## src/rtl/baud_tick_ctrl.sv

```systemverilog
// ============================================================================
//  Module      : baud_tick_ctrl
//  Description : Runtime-configurable UART baud tick scheduler. Emits an
//                oversample strobe every active_div cycles and a bit strobe
//                every OVERSAMPLE oversample strobes. Divisor changes offered
//                while running are deferred to the next bit boundary.
//  Revision    : 1.0 - initial release
// ============================================================================
`default_nettype none

module baud_tick_ctrl #(
    parameter int CNTR_W      = 16,
    parameter int OVERSAMPLE  = 16,
    parameter int DEFAULT_DIV = 78
) (
    input  logic              hwclk,
    input  logic              rst,
    input  logic              enable,
    input  logic              cfg_valid,
    input  logic [CNTR_W-1:0] cfg_div,
    output logic              cfg_ready,
    output logic              rx_tick,
    output logic              tx_tick,
    output logic [CNTR_W-1:0] active_div,
    output logic              busy
);

    localparam int                OS_W        = (OVERSAMPLE > 2) ? $clog2(OVERSAMPLE) : 1;
    localparam logic [OS_W-1:0]   c_OS_LAST   = OS_W'(OVERSAMPLE - 1);
    localparam logic [CNTR_W-1:0] c_DEF_DIV   = CNTR_W'(DEFAULT_DIV);
    localparam logic [CNTR_W-1:0] c_MIN_DIV   = CNTR_W'(2);

    localparam logic [0:0] c_IDLE = 1'b0;
    localparam logic [0:0] c_RUN  = 1'b1;

    logic [0:0]        r_state,       w_state_nxt;
    logic [CNTR_W-1:0] r_div_cnt,     w_div_cnt_nxt;
    logic [OS_W-1:0]   r_os_cnt,      w_os_cnt_nxt;
    logic [CNTR_W-1:0] r_active_div,  w_active_div_nxt;
    logic [CNTR_W-1:0] r_pending_div, w_pending_div_nxt;
    logic              r_pending,     w_pending_nxt;
    logic              r_rx_tick,     w_rx_tick_nxt;
    logic              r_tx_tick,     w_tx_tick_nxt;
    logic              r_cfg_ready,   w_cfg_ready_nxt;
    logic              r_busy,        w_busy_nxt;

    logic              w_xfer;
    logic [CNTR_W-1:0] w_cfg_clamped;

    assign w_xfer        = cfg_valid && r_cfg_ready;
    assign w_cfg_clamped = (cfg_div < c_MIN_DIV) ? c_MIN_DIV : cfg_div;

    always_ff @(posedge hwclk or posedge rst) begin
        if (rst) begin
            r_state       <= c_IDLE;
            r_div_cnt     <= '0;
            r_os_cnt      <= '0;
            r_active_div  <= c_DEF_DIV;
            r_pending_div <= '0;
            r_pending     <= 1'b0;
            r_rx_tick     <= 1'b0;
            r_tx_tick     <= 1'b0;
            r_cfg_ready   <= 1'b1;
            r_busy        <= 1'b0;
        end else begin
            r_state       <= w_state_nxt;
            r_div_cnt     <= w_div_cnt_nxt;
            r_os_cnt      <= w_os_cnt_nxt;
            r_active_div  <= w_active_div_nxt;
            r_pending_div <= w_pending_div_nxt;
            r_pending     <= w_pending_nxt;
            r_rx_tick     <= w_rx_tick_nxt;
            r_tx_tick     <= w_tx_tick_nxt;
            r_cfg_ready   <= w_cfg_ready_nxt;
            r_busy        <= w_busy_nxt;
        end
    end

    always_comb begin
        w_state_nxt       = r_state;
        w_div_cnt_nxt     = r_div_cnt;
        w_os_cnt_nxt      = r_os_cnt;
        w_active_div_nxt  = r_active_div;
        w_pending_div_nxt = r_pending_div;
        w_pending_nxt     = r_pending;
        w_rx_tick_nxt     = 1'b0;
        w_tx_tick_nxt     = 1'b0;
        w_cfg_ready_nxt   = r_cfg_ready;

        case (r_state)
            c_IDLE: begin
                w_div_cnt_nxt = '0;
                w_os_cnt_nxt  = '0;
                if (w_xfer)
                    w_active_div_nxt = w_cfg_clamped;
                if (enable)
                    w_state_nxt = c_RUN;
            end

            default: begin
                if (!enable) begin
                    // Stopping is a bit boundary too: flush any deferred divisor.
                    w_state_nxt   = c_IDLE;
                    w_div_cnt_nxt = '0;
                    w_os_cnt_nxt  = '0;
                    if (r_pending) begin
                        w_active_div_nxt = r_pending_div;
                        w_pending_nxt    = 1'b0;
                        w_cfg_ready_nxt  = 1'b1;
                    end
                    if (w_xfer)
                        w_active_div_nxt = w_cfg_clamped;
                end else begin
                    if (r_div_cnt == r_active_div - 1'b1) begin
                        w_div_cnt_nxt = '0;
                        w_rx_tick_nxt = 1'b1;
                        if (r_os_cnt == c_OS_LAST) begin
                            w_os_cnt_nxt  = '0;
                            w_tx_tick_nxt = 1'b1;
                            if (r_pending) begin
                                w_active_div_nxt = r_pending_div;
                                w_pending_nxt    = 1'b0;
                                w_cfg_ready_nxt  = 1'b1;
                            end
                        end else begin
                            w_os_cnt_nxt = r_os_cnt + 1'b1;
                        end
                    end else begin
                        w_div_cnt_nxt = r_div_cnt + 1'b1;
                    end
                    // A transfer needs cfg_ready, so no pending value can be
                    // consumed on this edge; the new one waits a full bit.
                    if (w_xfer) begin
                        w_pending_div_nxt = w_cfg_clamped;
                        w_pending_nxt     = 1'b1;
                        w_cfg_ready_nxt   = 1'b0;
                    end
                end
            end
        endcase

        w_busy_nxt = (w_state_nxt == c_RUN);
    end

    assign cfg_ready  = r_cfg_ready;
    assign rx_tick    = r_rx_tick;
    assign tx_tick    = r_tx_tick;
    assign active_div = r_active_div;
    assign busy       = r_busy;

endmodule

`default_nettype wire

```

## config.mk

```make
export PLATFORM = sky130hd
export DESIGN_NAME = baud_tick_ctrl
export DESIGN_NICKNAME = d
export VERILOG_FILES = /design/src/rtl/baud_tick_ctrl.sv
export SDC_FILE = /design/constraint.sdc
export NUM_CORES = 1
export LEC_CHECK = 0
export ABC_AREA = 1
export BUFFER_PORTS_ARGS = -buffer_cell sky130_fd_sc_hd__buf_4
export CORE_AREA = 5 5 107 109
export DETAILED_ROUTE_END_ITERATION = 6
export DIE_AREA = 0 0 112 114
export PLACE_DENSITY = 0.53
export SYNTH_ARGS = -nofsm -noshare
export SYNTH_HDL_FRONTEND = slang
export SYNTH_SLANG_ARGS = --single-unit
```

## constraint.sdc

```tcl
create_clock -name hwclk -period 2.75 [get_ports hwclk]
set_input_delay 0 -clock hwclk [delete_from_list [all_inputs] [get_ports hwclk]]
set_output_delay 0 -clock hwclk [all_outputs]
set_load 0.05 [all_outputs]
```

After elaboration in Yosys (flattened, before gate mapping):

Cells that the tools add are included.

* flip-flop bits (word level): 57
* input bits: 20
* output and inout bits: 20
* logic and storage cells: 56

* $add $sub $neg: 3
* order comparisons: 1
* equal/unequal tests: 6
* muxes and demuxes: 32
* reduce and logical (&&, ||, !) cells: 5

Operator list (count)
* 16-bit 2-to-1 mux: 11
* 1-bit 2-to-1 mux: 17
* 16-bit by 1-bit adder with 16-bit output, second input constant: 1
* 16-bit == test: 1
* 16-bit by 2-bit less-than comparator with 1-bit output, second input constant: 1
* 4-bit 2-to-1 mux: 4
* 16-bit by 1-bit subtractor with 16-bit output, second input constant: 1
* 3-bit AND reduction: 3
* 3-bit by 1-bit inequality test with 1-bit output, second input constant: 2
* 3-bit by 2-bit inequality test with 1-bit output, second input constant: 2
* 4-bit by 1-bit adder with 4-bit output, second input constant: 1
* 4-bit == test, second input constant: 1
* 2-bit nonzero test: 1
* 1-bit logical AND: 1

Logic depth before layout (Yosys ltp):

Gate-level depths: netlist of the first run.

* depth in word-level cells: 5
* depth in mapped cells: 17
* gate-level depth less buffers: 16

Worst setup path after synthesis of the first run:

OpenSTA, ideal clock, no wires.

* path type: reg2reg
* start point: register r_active_div[0] (netlist: active_div[0])
* end point: register r_active_div[5] (netlist: active_div[5])
* library setup time: 0.124 ns
* data arrival time: 2.267 ns
* required time: 2.626 ns
* slack: 0.360 ns
* cell stages (with the launch flop): 13
* buffers on the path: 1
* period minus slack after synthesis: 2.390 ns
* cell sequence: dfrtp_1 -> inv_2 -> ha_1 -> xnor2_1 -> nor2_1 -> nand4_1 -> nor3_2 -> nand2_4 -> nand2_8 -> nand2_4 -> buf_6 -> nand2_2 -> o21ai_2

* word-level cells in the longest chain between the ends: 4

RTL lines
* from (decl): RTL line 39 `logic [CNTR_W-1:0] r_active_div, w_active_div_nxt;`
* from (signal assigned): RTL line 58 `r_active_div <= c_DEF_DIV;`
* from (signal assigned): RTL line 69 `r_active_div <= w_active_div_nxt;`
* 16-bit by 1-bit subtractor with 16-bit output: RTL line 114 `if (r_div_cnt == r_active_div - 1'b1) begin`
* 16-bit == test: RTL line 114
* 3-bit by 2-bit inequality test with 1-bit output (no source line)
* 3-bit AND reduction (no source line)

No other way between the ends.
A chain may end at the register's enable or synchronous reset.

Worst setup path in the final report of the first run:

* start point: register r_active_div[0] (netlist: active_div[0])
* end point: register r_active_div[14] (netlist: active_div[14])

The elaborated chain is that of the path after synthesis.

==> run summary, run 1 <==
Post-layout nets: 563
Worst-skew pair later-pin latency: 0.34 ns
Slowest library cell on the worst path: dfrtp_1
Synth cell types: 37
Synthesis-to-layout area growth: 21.8%
Die ar.: 12800 um2
Crit path kind: reg2reg
Crit path launch type: register
Flip-flop and latch count after synthesis: 57
Main synth FF type: dfrtp_1
Vias in the first global route: 3068
CTS tree: yes
Initial DRT Pass Iterations: 6
Initial antenna violation count: 0
Syn Inst Count: 479
Vias per inst: 4.59
First-pass GRT wire length: 15100 um
Root Buffer: clkbuf_8
Final period utilization: 90.2%
Starting density of the core: 34.9%
Num CTS Buffers: 9
Crit path max fanout: 32
Final setup vio count: 0
Critical path buffers and inverters: 1
EDFF count, synth: 0
Die Y: 114 um
PortBufs: 39
Std cell rows: 38
Hold Path Class: in2reg
Async set-reset flop share out of synthesis: 100%
Status: complete, no violations
Leakage power: 0.00220 uW
Power Dens Cells: 574 nW/um2
CP max stage delay: 0.46 ns
Yosys warns: 0
Post-Synthesis Cell Area: 3670 um2
Total track usage: 14.6%
Clock slew at reported path FFs: 0.07 ns
Tmin final: 2.48 ns
Top delay family on crit path: simple AND/OR/NAND/NOR gates
Via count: 3145
Crit path capture type: register
Synthesized area per cell: 7.67 um2
HPWL after DPL: 6510 um
Clock Path Buffers: 2
IO Count: 40
Total congestion overflow: 0
Worst slew pin tran: 0.727 ns
Routability Congestion: 0.865
Worst Skew: 0.0150 ns
DRC: 0
Sequential cell area fraction in the yosys report: 39.0%
CP arrival: 2.70 ns
Util after Layout: 42.6%
Setup TNS: 0 ns
DR iter-0 viols: 124
RSZ-0062 raised after global routing: no
Drt wl/cell: 12.8 um
Diodes inserted: 0
Share of cells above drive strength 1: 22.6%
Die width: 112 um
Sink Count: 57
Slew Limit Fails: 0
Worst rel slew slack: 51.6%
Synth Net Count: 502
Peak VDD IR: 0.295 mV
CP Data Required Time: 2.97 ns
ANT nets after route: 0
CP Cell Sequence: inv_2, ha_1, nand2_2, nor2_2, xor2_1, nand3_1, nor3_2, nand2_4, nand2_8, nand2_8, nand2_1, o21ai_2
Most frequent cells in the layout: nand2_1, dfrtp_1, nor2_1, buf_4, inv_1
Core Footprint: 10500 um2
Htree depth: 3
Largest net degree at the start of global routing: 58
Fill cells: 1071
Final wirelength: 8740 um
Max Fclk: 403 MHz
Commonest non-fill, non-tap cell in the layout: nand2_1
CP most frequent cell: nand2_8
Final Hold Viols: 0
Max_cap viols: 0
==> sequential cells by signal, summed over array words and instances (netlist names) <==
signal         flops
active_div        16
r_div_cnt         16
r_pending_div     16
r_os_cnt           4
busy               1
cfg_ready          1
r_pending          1
rx_tick            1
tx_tick            1
==> power breakdown <==
group | internal (uW) | switching, uW
registers | 896 | 97.2
clock network | 396 | 329
logic | 307 | 543
total | 1600 | 969
==> worst paths after layout <==
check                            startpoint           endpoint  slack [ns]  cells past startpoint
max                           active_div[0]     active_div[14]        0.27                     12
min                              cfg_div[0]   r_pending_div[0]        0.06                      4
max reg2reg                   active_div[0]     active_div[14]        0.27                     12
min reg2reg                r_pending_div[8]   r_pending_div[8]        0.47                      2
max in group asynchronous               rst       r_div_cnt[4]        1.84                      4
min in group asynchronous               rst  r_pending_div[11]        0.43                      4
==> what timing repair did <==
action                     CTS  global route
hold buffers                17             0
hold endpoints to repair    79             0
setup endpoints to repair    0            16
gates resized for setup      0             1
buffers inserted             0             0
==> metal layers <==
layer	GRT usage, %	routed length (um)	vias to the layer above
met4	6.09	189	0
met2	23.5	4010	41
met1	19.9	4340	1431
li1	-	-	1659
met5	0	0	-
met3	2.02	197	14
==> per-stage QoR <==
stage	power [uW]	hold WS, ns	setup slack [ns]	cells	instance area (um2)
after floorplan	1620	0.0314	0.360	479	3670
after global placement	1840	0.146	0.209	652	4110
after detailed placement	1850	0.147	0.140	652	4110
after CTS	2600	0.0483	0.119	685	4460
after global routing	2730	0.132	0.0445	685	4470
final	2570	0.0620	0.270	685	4470
==> cells by family (layout without fill, tap and decap cells) <==
| group | after synthesis | after routing | synth area share (%) |
|---|---|---|---|
| xor gates and xnor gates | 21 | 21 | 5.01 |
| buffers and inverters | 61 | 127 | 7.09 |
| and+or+nand+nor | 268 | 268 | 33.8 |
| muxes | 17 | 17 | 4.84 |
| adders and majority gates | 3 | 3 | 1.02 |
| DFF | 57 | 57 | 39.0 |
| AOI/OAI and AO/OA | 52 | 52 | 9.23 |
==> worst min-delay path, cell delays in order <==
cell and delay [ns]:
buf_4 0.08, and2_1 0.11, inv_1 0.05, o21ai_0 0.13
==> area by class of cell <==
type / instances / area [um2] / area share, %
Clock buffer: 13 / 169 / 3.78
Clock inverter: 3 / 15.0 / 0.336
Timing Repair Buffer: 62 / 508 / 11.4
Tap cell: 140 / 175 / 3.92
Multi-Input combinational cell: 361 / 1990 / 44.5
Sequential cell: 57 / 1430 / 32.0
Inverter: 49 / 184 / 4.11
==> synth_stat cells, drive strengths merged (6+ instances only) <==
| library cell | instances | area [um2] |
|---|---|---|
| a21oi | 6 | 30.0 |
| clkbuf | 7 | 26.3 |
| dfrtp | 52 | 1300 |
| inv | 49 | 184 |
| mux2 | 6 | 67.6 |
| mux2i | 11 | 110 |
| nand2 | 153 | 651 |
| nand3 | 30 | 150 |
| nand3b | 6 | 45.0 |
| nor2 | 56 | 254 |
| nor3 | 9 | 50.1 |
| o21ai | 38 | 250 |
| xnor2 | 12 | 105 |
| xor2 | 9 | 78.8 |
Power figures use the tool's default switching activity.
==> run 2, diff against run 1 <==
--- a/config.mk
+++ b/config.mk
@@ -10,7 +10,7 @@
 export CORE_AREA = 5 5 107 109
 export DETAILED_ROUTE_END_ITERATION = 6
 export DIE_AREA = 0 0 112 114
-export PLACE_DENSITY = 0.53
+export PLACE_DENSITY = 0.55
 export SYNTH_ARGS = -nofsm -noshare
 export SYNTH_HDL_FRONTEND = slang
 export SYNTH_SLANG_ARGS = --single-unit
==> constraint.sdc (replaced) <==
create_clock -name hwclk -period 2 [get_ports hwclk]
set_input_delay 0 -clock hwclk [delete_from_list [all_inputs] [get_ports hwclk]]
set_output_delay 0 -clock hwclk [all_outputs]
set_load 0.02 [all_outputs]
==> run summary, run 2 (synthesis results as in run 1) <==
ANT nets after route: 0 (unchanged)
Crit path launch type: register
Final setup vio count: 36 (+36)
Status: finished, violations left
Sink Count: 57 (unchanged)
Critical path buffers and inverters: 2 (+1)
Initial antenna violation count: 0 (unchanged)
Commonest non-fill, non-tap cell in the layout: nand2_1
IO Count: 40 (unchanged)
Final wirelength: 9630 um (+10%)
Starting density of the core: 34.9% (unchanged)
Synthesis-to-layout area growth: 36.7%
Drt wl/cell: 13.1 um (+2.4%)
Diodes inserted: 0 (unchanged)
Crit path max fanout: 8 (-75%)
RSZ-0062 raised after global routing: yes
Sw Share: 35.3% (-2.4 points)
Worst rel slew slack: 58.4% (+6.8 points)
Worst Skew: 0.00414 ns (-0.0109 ns)
Register Area: 1440 um2 (+0.18%)
Core Footprint: 10500 um2 (unchanged)
Design Power: 3760 uW (+46%)
Hold Path Depth: 4 (unchanged)
Root Buffer: clkbuf_8
Failing checks: setup timing
Tmin final: 2.12 ns (-0.361 ns)
Slowest library cell on the worst path: dfstp_2
CP Depth: 14 (+2)
Power share of the combinational group: 38.2% (+5.1 points)
Slew Limit Fails: 0 (unchanged)
Worst slew pin tran: 0.624 ns (-0.102 ns)
Clock Path Buffers: 2 (unchanged)
Share of cells above drive strength 1: 32.3% (+9.8 points)
Max Fclk: 472 MHz (+17%)
PortBufs: 39 (unchanged)
Total track usage: 16.0% (+1.4 points)
Via count: 3431 (+9.1%)
Worst-skew pair later-pin latency: 0.34 ns (about the same)
Peak VDD IR: 0.391 mV (+33%)
CP arrival: 2.34 ns (-0.36 ns)
Initial DRT Pass Iterations: 4 (-2)
Largest net degree at the start of global routing: 23 (-60%)
CTS tree: yes
Vias per inst: 4.66 (+1.4%)
Die width: 112 um (unchanged)
CP Data Required Time: 2.22 ns (-0.75 ns)
HPWL after DPL: 7310 um (+12%)
Dpl ws: -0.159 ns (-0.300 ns)
Clk pwr share: 26.4% (-1.8 points)
Sequential power share: 35.5% (-3.2 points)
CP Cell Sequence: inv_2, ha_4, nand2_2, nand2_1, nand2_1, nand2_1, inv_1, nand4_1, nor3_4, nand2_4, nand2_8, nand2_8, nand2_4, o21ai_2
Post-layout nets: 615 (+9.2%)
Routability Congestion: 0.877 (+1.4%)
R2r worst-path depth: 14 (+2)
Total congestion overflow: 0 (unchanged)
CP max stage delay: 0.53 ns (+0.07 ns)
Die ar.: 12800 um2 (unchanged)
Final period utilization: 106% (+16 points)
Final Hold Viols: 0 (unchanged)
DR iter-0 viols: 175 (+41%)
Area occupied by multi-input gates: 2120 um2 (+6.7%)
Top delay family on crit path: simple AND/OR/NAND/NOR gates
Hold Path Class: in2reg
Pint: 2430 uW (+52%)
Max_cap viols: 0 (unchanged)
Util after Layout: 47.8% (+5.2 points)
Crit path capture type: register
Leakage power: 0.00248 uW (+13%)
Clock slew at reported path FFs: 0.07 ns (about the same)
Std cell rows: 38 (unchanged)
First-pass GRT wire length: 16600 um (+10%)
Smallest hold slack: 0.0607 ns (-0.00123 ns)
DRC: 0 (unchanged)
Crit path kind: reg2reg
Htree depth: 3 (unchanged)
Most frequent cells in the layout: nand2_1, buf_4, dfrtp_1, inv_1, nor2_1
Vias in the first global route: 3479 (+13%)
Power Dens Cells: 748 nW/um2 (+30%)
Fill cells: 1002 (-6.4%)
Sw power: 1330 uW (+37%)
CP most frequent cell: nand2_1
Die Y: 114 um (unchanged)
Num CTS Buffers: 9 (unchanged)
Final WS setup: -0.119 ns (-0.389 ns)
==> run 2: metal layers <==
metal	wire length, um	up-vias	GRT usage, %
met5	0	-	0
met1	4570	1598	20.9
met4	145	0	5.45
li1	-	1774	-
met2	4660	47	27.1
met3	253	12	2.76
==> run 2: worst min-delay path, delay by kind of cell <==
kind                   cells  cell delay, ns
buffers and inverters      2            0.12
AOI/OAI and AO/OA          1            0.13
and+or+nand+nor            1            0.11
==> run 2: final cells by class <==
| class | count | share of cell area, % |
|---|---|---|
| clock buffers | 14 | 3.24 |
| repair buffers | 112 | 18.4 |
| flip-flops and latches | 57 | 28.6 |
| inverters | 49 | 3.71 |
| well taps | 140 | 3.49 |
| clock inverters | 2 | 0.249 |
| multi-input cells | 363 | 42.3 |
==> run 2: stage by stage <==
step                      setup TNS (ns)  cell area [um2]  std cells
after global routing               -7.47             5020        737
final                              -2.90             5020        737
after CTS                          -2.60             4940        736
after global placement             -2.50             4520        700
after detailed placement           -3.78             4520        700
after floorplan                   -0.868             3710        479
==> run 2: worst paths after layout <==
check	start	end	slack, ns
setup reg to reg	active_div[1]	active_div[0]	-0.12
min in group asynchronous	rst	active_div[11]	0.24
hold / removal	cfg_div[0]	r_pending_div[0]	0.06
max in group asynchronous	rst	cfg_ready	1.04
setup / recovery	active_div[1]	active_div[0]	-0.12
hold reg to reg	r_pending_div[8]	r_pending_div[8]	0.47
==> run 2: what timing repair did <==
item,4_1_cts,5_1_grt
hold buffers,17,0
setup endpoints to repair,38,40
setup buffers,1,1
resized for setup,8,24
pin swaps,4,13
gates cloned,2,0
endpoints found under the hold margin,42,0
==> run 2: power by group through the flow <==
| stage | Clock, uW | Combinational [uW] | Sequential (uW) |
|---|---|---|---|
| 2_1_floorplan | 0 | 681 | 1430 |
| 3_3_place_gp | 0 | 1300 | 1350 |
| 3_5_place_dp | 0 | 1320 | 1350 |
| 4_1_cts | 1020 | 1390 | 1330 |
| 5_1_grt | 1080 | 1580 | 1350 |
| 6_report | 990 | 1430 | 1330 |
==> run 3, diff against run 2 <==
--- a/config.mk
+++ b/config.mk
@@ -11,6 +11,7 @@
 export DETAILED_ROUTE_END_ITERATION = 6
 export DIE_AREA = 0 0 112 114
 export PLACE_DENSITY = 0.55
+export SKIP_LAST_GASP = 1
 export SYNTH_ARGS = -nofsm -noshare
 export SYNTH_HDL_FRONTEND = slang
 export SYNTH_SLANG_ARGS = --single-unit
==> run summary, run 3 (synthesis results as in run 1) <==
Final wirelength: 9810 um (+1.9%)
Largest net degree at the start of global routing: 23 (unchanged)
Via count: 3459 (+0.82%)
Setup TNS: -3.79 ns (-0.890 ns)
Final Hold Viols: 0 (unchanged)
CTS tree: yes
Die Y: 114 um (unchanged)
Num CTS Buffers: 9 (unchanged)
CP Data Required Time: 2.27 ns (+0.05 ns)
GRT Max-Usage Layer: met2
Total track usage: 16.0% (unchanged)
Share of cells above drive strength 1: 33.3% (+1.0 points)
Crit path capture type: register
Crit path kind: reg2reg
M2 GR Usage: 27.1% (unchanged)
RSZ-0062 raised after global routing: yes
Vias in the first global route: 3482 (+0.086%)
Htree depth: 3 (unchanged)
CP Depth: 14 (unchanged)
Clock slew at reported path FFs: 0.07 ns (about the same)
Vias per inst: 4.67 (+0.41%)
Util after Layout: 48.2% (+0.43 points)
Starting density of the core: 34.9% (unchanged)
Hold Path Class: in2reg
Max_cap viols: 0 (unchanged)
Met1 usage: 20.9% (unchanged)
Crit path max fanout: 16 (+8)
IO Count: 40 (unchanged)
Worst rel slew slack: 58.5% (+0.11 points)
Commonest non-fill, non-tap cell in the layout: nand2_1
Final setup vio count: 37 (+2.8%)
CP Cell Sequence: inv_2, ha_4, inv_2, nand2_2, nand3_2, nand2_2, inv_1, nand4_1, nor3_4, nand2_4, nand2_8, nand2_8, nand2_2, o21ai_2
Initial antenna violation count: 0 (unchanged)
First-pass GRT wire length: 16600 um (unchanged)
HPWL after DPL: 7310 um (unchanged)
Design Power: 3790 uW (+0.79%)
Status: finished, violations left
Total congestion overflow: 0 (unchanged)
Final WS setup: -0.135 ns (-0.0156 ns)
ANT nets after route: 0 (unchanged)
Clock Path Buffers: 2 (unchanged)
Failing checks: setup timing
Worst Skew: 0.00558 ns (+0.00144 ns)
Hold Path Depth: 4 (unchanged)
Final period utilization: 107% (+0.78 points)
Core Footprint: 10500 um2 (unchanged)
Worst-skew pair later-pin latency: 0.34 ns (about the same)
Post-layout nets: 618 (+0.49%)
Synthesis-to-layout area growth: 37.9%
Crit path launch type: register
Slowest library cell on the worst path: dfstp_2
Initial DRT Pass Iterations: 5 (+1)
Root Buffer: clkbuf_8
Finished Layout Cells: 740 (+0.41%)
Power Dens Cells: 748 nW/um2 (-0.11%)
CP max stage delay: 0.54 ns (about the same)
Dpl cells: 700 (unchanged)
Slew Limit Fails: 0 (unchanged)
DR iter-0 viols: 186 (+6.3%)
Critical path buffers and inverters: 3 (+1)
CP arrival: 2.40 ns (+0.06 ns)
PortBufs: 39 (unchanged)
Peak VDD IR: 0.390 mV (-0.25%)
Tmin final: 2.13 ns (+0.0156 ns)
DRC: 0 (unchanged)
CP most frequent cell: nand2_2
Die ar.: 12800 um2 (unchanged)
Grt met3 use: 2.76% (unchanged)
Die width: 112 um (unchanged)
Sink Count: 57 (unchanged)
Worst slew pin tran: 0.622 ns (-0.00170 ns)
Std cell rows: 38 (unchanged)
Fill cells: 994 (-0.80%)
Max Fclk: 468 MHz (-0.73%)
R2r worst-path depth: 14 (unchanged)
Top delay family on crit path: simple AND/OR/NAND/NOR gates
Routability Congestion: 0.877 (unchanged)
Leakage power: 0.00249 uW (+0.61%)
Most frequent cells in the layout: nand2_1, buf_4, dfrtp_1, inv_1, nor2_1
Diodes inserted: 0 (unchanged)
Drt wl/cell: 13.3 um (+1.5%)
==> run 3: cell types whose count changed in the layout (fill, tap and decap cells not counted) <==
cell	delta
buf_4	+2
nor2_4	+1
nor2_2	-1
nand2_2	+6
nand2_1	-4
clkbuf_16	+1
nand2_4	-2
==> run 3: routing by layer <==
metal  share of wire, %  routed length [um]  up-vias
met5                  0                   0        -
met4                1.9                 183        0
met3                2.6                 259       11
met2                 49                4770       58
met1                 47                4600     1609
li1                   -                   -     1781
==> run 3: final cells by class <==
| cell class | count | area (um2) | share of cell area (%) |
|---|---|---|---|
| inverter | 49 | 186 | 3.68 |
| timing repair buffer | 115 | 965 | 19.1 |
| clock buffer | 14 | 163 | 3.21 |
| tap | 140 | 175 | 3.46 |
| clock inverter | 2 | 12.5 | 0.247 |
| sequential | 57 | 1440 | 28.3 |
| multi-input combinational | 363 | 2130 | 42.0 |
==> run 3: where the power goes <==
group	leakage (uW)	internal (uW)	total [uW]	switching [uW]
clock	0.0000867	517	990	473
combinational	0.00166	695	1460	767
sequential	0.000750	1230	1330	101
==> run 3: through the flow <==
stage                     area, um2  hold slack [ns]  setup slack, ns
after floorplan                3710           0.0314          -0.0709
after global placement         4520           0.0523           -0.113
after detailed placement       4520           0.0552           -0.159
after CTS                      4930           0.0482           -0.107
after global routing           5060            0.104           -0.239
final                          5060           0.0566           -0.135
==> run 3: worst paths after layout <==
check                                 start          endpoint  slack, ns
setup / recovery              active_div[1]     active_div[3]      -0.13
hold / removal                   cfg_div[0]  r_pending_div[0]       0.06
setup reg to reg              active_div[1]     active_div[3]      -0.13
hold reg to reg            r_pending_div[8]  r_pending_div[8]       0.47
max in group asynchronous               rst         cfg_ready       1.04
min in group asynchronous               rst    active_div[11]       0.24
==> run 3: worst reg2reg max path, cell delays in order, from the launching register on <==
cell and delay [ns]:
dfstp_2 0.54, inv_2 0.05, ha_4 0.18, inv_2 0.05
nand2_2 0.06, nand3_2 0.08, nand2_2 0.06, inv_1 0.05
nand4_1 0.17, nor3_4 0.29, nand2_4 0.10, nand2_8 0.16
nand2_8 0.15, nand2_2 0.10, o21ai_2 0.05
==> run 3: repair_timing <==
| action | 4_1_cts | 5_1_grt |
|---|---|---|
| hold buffers | 17 | 0 |
| gates cloned | 2 | 1 |
| endpoints found under the hold margin | 42 | 0 |
| endpoints found under the setup margin | 38 | 40 |
| setup buffers | 1 | 3 |
| pin swaps | 4 | 12 |
| gates resized for setup | 7 | 28 |
